[src/rtl/fine_delay_ctrl.sv]
// Purpose: split a requested total fine delay across three cascaded tap stages and verify the read-back.
// Latency: done/error pulses SETTLE_CYCLES+1 cycles after accept, plus SETTLE_CYCLES+1 per retry.
// Backpressure: req_ready is low while a request is in flight; requests are never queued.
module fine_delay_ctrl #(
    parameter int TAP_W         = 5,
    parameter int REQ_W         = 7,
    parameter int SETTLE_CYCLES = 4,
    parameter int MAX_RETRY     = 3
) (
    input  logic             clk_400,
    input  logic             reset_n,
    input  logic             req_valid,
    input  logic [REQ_W-1:0] req_delay,
    output logic             req_ready,
    output logic [TAP_W-1:0] fineDelay1,
    output logic [TAP_W-1:0] fineDelay2,
    output logic [TAP_W-1:0] fineDelay3,
    input  logic [TAP_W-1:0] fineDelay_data1,
    input  logic [TAP_W-1:0] fineDelay_data2,
    input  logic [TAP_W-1:0] fineDelay_data3,
    output logic             busy,
    output logic             done,
    output logic             error,
    output logic             clamped,
    output logic [2:0]       mismatch,
    output logic [REQ_W-1:0] cur_delay
);

    localparam int SET_W   = 4;
    localparam int RETRY_W = 3;
    localparam int MAX_TAP = (2 ** TAP_W) - 1;

    localparam logic [REQ_W-1:0]   MAX_TAP_C   = REQ_W'(MAX_TAP);
    localparam logic [REQ_W-1:0]   MAX_TOTAL_C = REQ_W'(3 * MAX_TAP);
    localparam logic [SET_W-1:0]   SETTLE_LD_C = SET_W'(SETTLE_CYCLES - 1);
    localparam logic [RETRY_W-1:0] MAX_RETRY_C = RETRY_W'(MAX_RETRY);

    typedef struct packed {
        logic [TAP_W-1:0] s3;
        logic [TAP_W-1:0] s2;
        logic [TAP_W-1:0] s1;
    } taps_t;

    typedef enum logic [1:0] {
        IDLE   = 2'd0,
        SETTLE = 2'd1,
        CHECK  = 2'd2
    } state_t;

    state_t             state_q;
    taps_t              taps_q;
    taps_t              split_taps;
    logic [REQ_W-1:0]   cur_q;
    logic               clamped_q;
    logic [2:0]         mm_q;
    logic [2:0]         mm_now;
    logic [RETRY_W-1:0] retry_q;
    logic [SET_W-1:0]   settle_q;
    logic               busy_q;
    logic               done_q;
    logic               error_q;
    logic               ready_q;
    logic               req_over;
    logic [REQ_W-1:0]   tot;
    logic [REQ_W-1:0]   rem1;
    logic [REQ_W-1:0]   st1;
    logic [REQ_W-1:0]   st2;
    logic [REQ_W-1:0]   st3;

    // Fill stage 1 first, then stage 2; stage 3 takes whatever remains.
    always_comb begin
        req_over = (req_delay > MAX_TOTAL_C);
        tot      = req_over ? MAX_TOTAL_C : req_delay;
        st1      = (tot > MAX_TAP_C) ? MAX_TAP_C : tot;
        rem1     = tot - st1;
        st2      = (rem1 > MAX_TAP_C) ? MAX_TAP_C : rem1;
        st3      = rem1 - st2;
        split_taps.s1 = st1[TAP_W-1:0];
        split_taps.s2 = st2[TAP_W-1:0];
        split_taps.s3 = st3[TAP_W-1:0];
    end

    always_comb begin
        mm_now[0] = (fineDelay_data1 != taps_q.s1);
        mm_now[1] = (fineDelay_data2 != taps_q.s2);
        mm_now[2] = (fineDelay_data3 != taps_q.s3);
    end

    always_ff @(posedge clk_400 or negedge reset_n) begin
        if (!reset_n) begin
            state_q   <= IDLE;
            taps_q    <= '0;
            cur_q     <= '0;
            clamped_q <= 1'b0;
            mm_q      <= '0;
            retry_q   <= '0;
            settle_q  <= '0;
            busy_q    <= 1'b0;
            done_q    <= 1'b0;
            error_q   <= 1'b0;
            ready_q   <= 1'b0;
        end else begin
            done_q  <= 1'b0;
            error_q <= 1'b0;
            case (state_q)
                IDLE: begin
                    if (req_valid && ready_q) begin
                        taps_q    <= split_taps;
                        cur_q     <= tot;
                        clamped_q <= req_over;
                        mm_q      <= '0;
                        retry_q   <= '0;
                        settle_q  <= SETTLE_LD_C;
                        busy_q    <= 1'b1;
                        ready_q   <= 1'b0;
                        state_q   <= SETTLE;
                    end else begin
                        ready_q   <= 1'b1;
                    end
                end
                SETTLE: begin
                    if (settle_q == '0) begin
                        state_q  <= CHECK;
                    end else begin
                        settle_q <= settle_q - 1'b1;
                    end
                end
                CHECK: begin
                    mm_q <= mm_now;
                    if (mm_now == 3'b000) begin
                        done_q  <= 1'b1;
                        busy_q  <= 1'b0;
                        ready_q <= 1'b1;
                        state_q <= IDLE;
                    end else if (retry_q != MAX_RETRY_C) begin
                        retry_q  <= retry_q + 1'b1;
                        settle_q <= SETTLE_LD_C;
                        state_q  <= SETTLE;
                    end else begin
                        // Taps stay at the commanded values so the host can inspect the failure.
                        error_q <= 1'b1;
                        busy_q  <= 1'b0;
                        ready_q <= 1'b1;
                        state_q <= IDLE;
                    end
                end
                default: begin
                    busy_q  <= 1'b0;
                    ready_q <= 1'b0;
                    state_q <= IDLE;
                end
            endcase
        end
    end

    assign req_ready  = ready_q;
    assign fineDelay1 = taps_q.s1;
    assign fineDelay2 = taps_q.s2;
    assign fineDelay3 = taps_q.s3;
    assign busy       = busy_q;
    assign done       = done_q;
    assign error      = error_q;
    assign clamped    = clamped_q;
    assign mismatch   = mm_q;
    assign cur_delay  = cur_q;

endmodule

[config.mk]
export PLATFORM = sky130hd
export DESIGN_NAME = fine_delay_ctrl
export DESIGN_NICKNAME = d
export VERILOG_FILES = /design/src/rtl/fine_delay_ctrl.sv
export SDC_FILE = /design/constraint.sdc
export NUM_CORES = 1
export LEC_CHECK = 0
export CORE_MARGIN = 2
export CORE_UTILIZATION = 56
export CTS_CLUSTER_DIAMETER = 150
export DETAILED_ROUTE_END_ITERATION = 8
export DONT_BUFFER_PORTS = 1
export GPL_ROUTABILITY_DRIVEN = 0
export GPL_TIMING_DRIVEN = 0
export PLACE_DENSITY = 0.73
export SKIP_LAST_GASP = 1
export SYNTH_ARGS = -nofsm -noshare
export SYNTH_HDL_FRONTEND = slang
export SYNTH_SLANG_ARGS = --single-unit
[constraint.sdc]
create_clock -name clk_400 -period 1.5 [get_ports clk_400]
set_input_delay 0.15 -clock clk_400 [delete_from_list [all_inputs] [get_ports clk_400]]
set_output_delay 0.15 -clock clk_400 [all_outputs]
set_load 0.02 [all_outputs]
### Word level (Yosys, flattened, before mapping)

Cells that the tools add are included.

* bits of input ports: 25
* register bits: 39
* output and inout bits: 30
* word-level logic and storage cells: 77

* equality and inequality tests: 12
* multiplexer cells: 31
* $add $sub $neg: 4
* reductions and logical operators: 13
* bitwise gates (word level): 1
* order comparisons: 3

Operators by type and width (count)
* $mux W4: 4
* $ne A5 B5 Y1: 3
* $gt A7 B5 Y1 const B: 2
* $mux W7: 2
* $mux W1: 13
* $pmux W3 S2: 2
* $pmux W4 S3: 1
* $ne A2 B2 Y1 const B: 5
* $mux W3: 3
* $reduce_and A2 Y1: 4
* $gt A7 B7 Y1 const B: 1
* $sub A7 B7 Y7: 1
* $pmux W1 S3: 2
* $pmux W2 S3: 1
* $mux W5: 1
* $reduce_and A5 Y1: 1
* $sub A5 B5 Y5: 1
* $logic_not A4 Y1: 1
* $mux W2: 2
* $reduce_and A4 Y1: 1
* $sub A4 B1 Y4 const B: 1
* $add A3 B1 Y3 const B: 1
* $logic_not A3 Y1: 1
* $ne A3 B2 Y1 const B: 1
* other kinds (9): 9

### Longest topological paths before layout

* word-level depth: 8
* depth in mapped cells: 15
* mapped depth without buffers: 13

### Least setup slack after synthesis

No wires, ideal clock.

* path type: input-to-reg
* from: input req_delay[6]
* to: register taps_q (netlist bit fineDelay3[4])
* path slack: -0.968 ns
* path buffers: 2
* stages: 13
* required time: 1.378 ns
* arrival: 2.347 ns
* library setup time: 0.122 ns
* cells stage by stage: buf_4 -> or3b_1 -> o22a_2 -> ha_1 -> o21bai_1 -> a31oi_1 -> buf_2 -> or2_2 -> ha_1 -> inv_1 -> nand4bb_1 -> mux2i_1 -> nand2_1

* longest elaborated chain between the ends: 8

RTL lines
* start, declared: RTL line 13 `input logic [REQ_W-1:0] req_delay,`
* $gt A7 B7 Y1: RTL line 72 `req_over = (req_delay > MAX_TOTAL_C);`
* $mux W7 *: RTL line 73 `tot = req_over ? MAX_TOTAL_C : req_delay;`
* $gt A7 B5 Y1: RTL line 74 `st1 = (tot > MAX_TAP_C) ? MAX_TAP_C : tot;`
* $mux W7: RTL line 74
* $sub A7 B7 Y7 *: RTL line 75 `rem1 = tot - st1;`
* $gt A7 B5 Y1: RTL line 76 `st2 = (rem1 > MAX_TAP_C) ? MAX_TAP_C : rem1;`
* $mux W5: RTL line 76
* $sub A5 B5 Y5 *: RTL line 77 `st3 = rem1 - st2;`
* end signal, assigned: RTL line 108 `taps_q <= split_taps;`
* end, declared: RTL line 51 `taps_t taps_q;`

Mark *: on every way between the ends. The rest lies on a longest branch, timed or not.
A chain may end at the register's enable or synchronous reset.

### Worst setup path after layout

* from: input req_delay[5]
* to: register taps_q (netlist bit fineDelay3[4])

Same word-level chain as after synthesis.

==> metrics <==
sequential area share after synthesis 0.469; DR vias 1741; hpwl dp 3270 um; vias per cell 5.76; fin cells 302; die area 4220 um^2; Worst-path clk slew 0.07 ns; Synth Flop Type dfrtp_1; GR Util All Layers 0.250; Post-Syn Area 2080 um^2; Critical R2R Capture retry_q[0]$_DFFE_PN0P_; Slew headroom 0.625; final setup fails 20; FF-to-FF setup slack -0.22 ns; final core utilization 0.736; clock sinks 39; max-cap violations 0; Final #Nets 283; FF/Latch Area 986 um^2; die span in y 65.0 um; synthesized instance count 227; core footprint 3610 um^2; top cell type's share of synthesized area 0.469; commonest non-fill, non-tap cell in the layout nand2_1; fmax 0.456 GHz; Worst-Margin Slew 0.563 ns; critical path arrival 2.36 ns; DIE WIDTH 65.0 um; worst skew pair latency 0.29 ns; Peak VDD IR 0.000939 V; critical path's largest stage delay 0.38 ns; failing checks setup timing; total power draw 0.00499 W; n_diodes 0; syn_nets 257; count of different cell masters after synthesis 45; pwr/cell area 1880 nW/um^2; Synth area leader dfrtp_1; final period demand of the worst path 2.19 ns; startpoint types primary input; Area Overhead vs Synth 27.6%; CP max-delay cell or3b_4; syn avg cell area 9.17 um^2; reg-to-reg startpoint fineDelay3[0]$_DFFE_PN0P_; # placed instances 275; first-pass GRT wire length 8020 um; most frequent CP cell ha_4; Setup WS pre-CTS -1.05 ns; first drt pass iteration count 4; Initial DRC Count 67; WP data required 1.67 ns; Synth area leaders dfrtp_1 47%, nand2_1 6.5%, xnor2_1 5.1%, nor2_1 3.4%, o21ai_0 3.4%; H-Tree Depth 2; Worst setup EP type flip-flop; kind of critical path primary input to flip-flop; crit path capture fineDelay3[4]$_DFFE_PN0P_; CTS tree done; Final Hold Viols 0; leak pwr 1.20 nW; outcome finished, violations left; number of nets still failing antenna checks after routing 0; clk_skew 0.0104 ns; fillcell total 269; Routed Wire Length 5100 um; WL/cell 16.9 um; final count of pins violating max slew 0; total gr overflow 0; Rows 22; setup ws final -0.691 ns; worst setup path start req_delay[5]; Root Driver clkbuf_8; total CTS buffers 5; layout cells sized above 1 0.283; setup TNS -4.58 ns; initial core utilization 0.577; Ys Warns 0; Multi-input gate area 1180 um^2; Yosys reg bits 39; DRC Markers 0; HP Class primary input to flip-flop; CP max FO 3; Tcrit/Tclk final 1.46; R2R cell count 6; IO Port Bufs 0; RSZ-0062 raised after global routing true; # IOs 55; pin count of the biggest net entering global routing 40; vias in the first global route 1734; crit path cell chain buf_8 > or3b_4 > o22a_4 > ha_4 > o21bai_1 > a31oi_1 > buf_4 > or2_4 > ha_4 > inv_2 > nand4bb_1 > mux2i_1 > nand2_1; Clock Path Buffers 2; Synth async-reset ratio 1.00; most frequent cells in the layout 33 x nand2_1, 31 x dfrtp_1, 18 x buf_4, 18 x nor2_1, 13 x o21ai_0; EDFF count, synth 0; initial antenna violation count 0
## cell families after synthesis
family | count (synthesis) | synth area share
xor gates and xnor gates | 18 | 0.0758
muxes | 4 | 0.0192
AOI/OAI and AO/OA | 44 | 0.133
buffers and inverters | 21 | 0.0463
and+or+nand+nor | 96 | 0.227
DFF | 39 | 0.469
adders and majority gates | 5 | 0.0301
## cells in the mapped netlist, drive strengths merged (2+ instances only)
cell and n:
inv 8, and4b 2, and3 3, ha 5, clkbuf 5, nor2 19, a311o 2, nor2b 2
nand2 36, dfrtp 39, xnor2 12, nand4bb 2, buf 8, xor2 6, mux2i 4, or2 2
nand2b 3, nor3 9, nand3 8, nor3b 3, nand3b 2, o21ai 15, a31oi 7, a21oi 9
## through the flow
step | hold WS, ns | instance area, um^2
after floorplan | -0.146 | 2140
after global placement | -0.145 | 2200
after detailed placement | -0.145 | 2200
after CTS | 0.00858 | 2530
after global routing | 0.0288 | 2660
final | 0.0129 | 2660
## area by class of cell
| type | count | share of cell area |
|---|---|---|
| Tap cell | 48 | 0.0226 |
| Buffer | 13 | 0.0424 |
| Clock inverter | 2 | 0.0132 |
| Clock buffer | 6 | 0.0311 |
| Multi-Input combinational cell | 167 | 0.443 |
| Inverter | 8 | 0.0113 |
| Sequential cell | 39 | 0.371 |
| Timing Repair Buffer | 19 | 0.0650 |
## state kept, by name, summed over array words and instances, names as in the netlist
signal / flops
cur_delay: 7
fineDelay1: 5
fineDelay2: 5
fineDelay3: 5
settle_q: 4
mismatch: 3
retry_q: 3
state_q: 2
busy: 1
clamped: 1
done: 1
error: 1
req_ready: 1
## timing repair
item / 4_1_cts / 5_1_grt
pin swaps: 22 / 5
endpoints found under the setup margin: 31 / 38
hold buffers: 2 / 0
hold endpoints to repair: 39 / 0
setup buffers: 14 / 5
resized for setup: 20 / 30
## report_power, final
part           internal, W  total [W]  switching, W
clock network     0.000538   0.000909      0.000370
registers          0.00150    0.00238      0.000879
logic             0.000784    0.00170      0.000914
## layer usage
layer	share of wire	wire, um	GRT usage	vias to the layer above
met2	0.49	2500	0.419	65
li1	-	-	-	840
met4	0.013	64	0.0665	0
met1	0.43	2220	0.326	830
met3	0.062	318	0.0573	6
met5	0	0	0	-
## worst min path at each step
stage	from	endpoint	slack, ns	depth (start not counted)
6_report	req_delay[3]	fineDelay1[3]$_DFFE_PN0P_	0.01	2
5_1_grt	req_delay[4]	fineDelay1[4]$_DFFE_PN0P_	0.03	2
4_1_cts	req_delay[3]	fineDelay1[3]$_DFFE_PN0P_	0.009	2
3_5_place_dp	reset_n	fineDelay1[4]$_DFFE_PN0P_	-0.14	0
3_3_place_gp	reset_n	fineDelay1[0]$_DFFE_PN0P_	-0.14	0
2_1_floorplan	reset_n	busy$_DFFE_PN0P_	-0.15	0
## worst max-delay path: cells and delay by family
family          cells  cell delay (ns)
buf+inv             3             0.32
mux                 1             0.25
fa+ha+maj           2             0.32
simple gates        4             0.81
compound gates      3             0.52
Note: power is estimated with default switching activity, not from simulation.
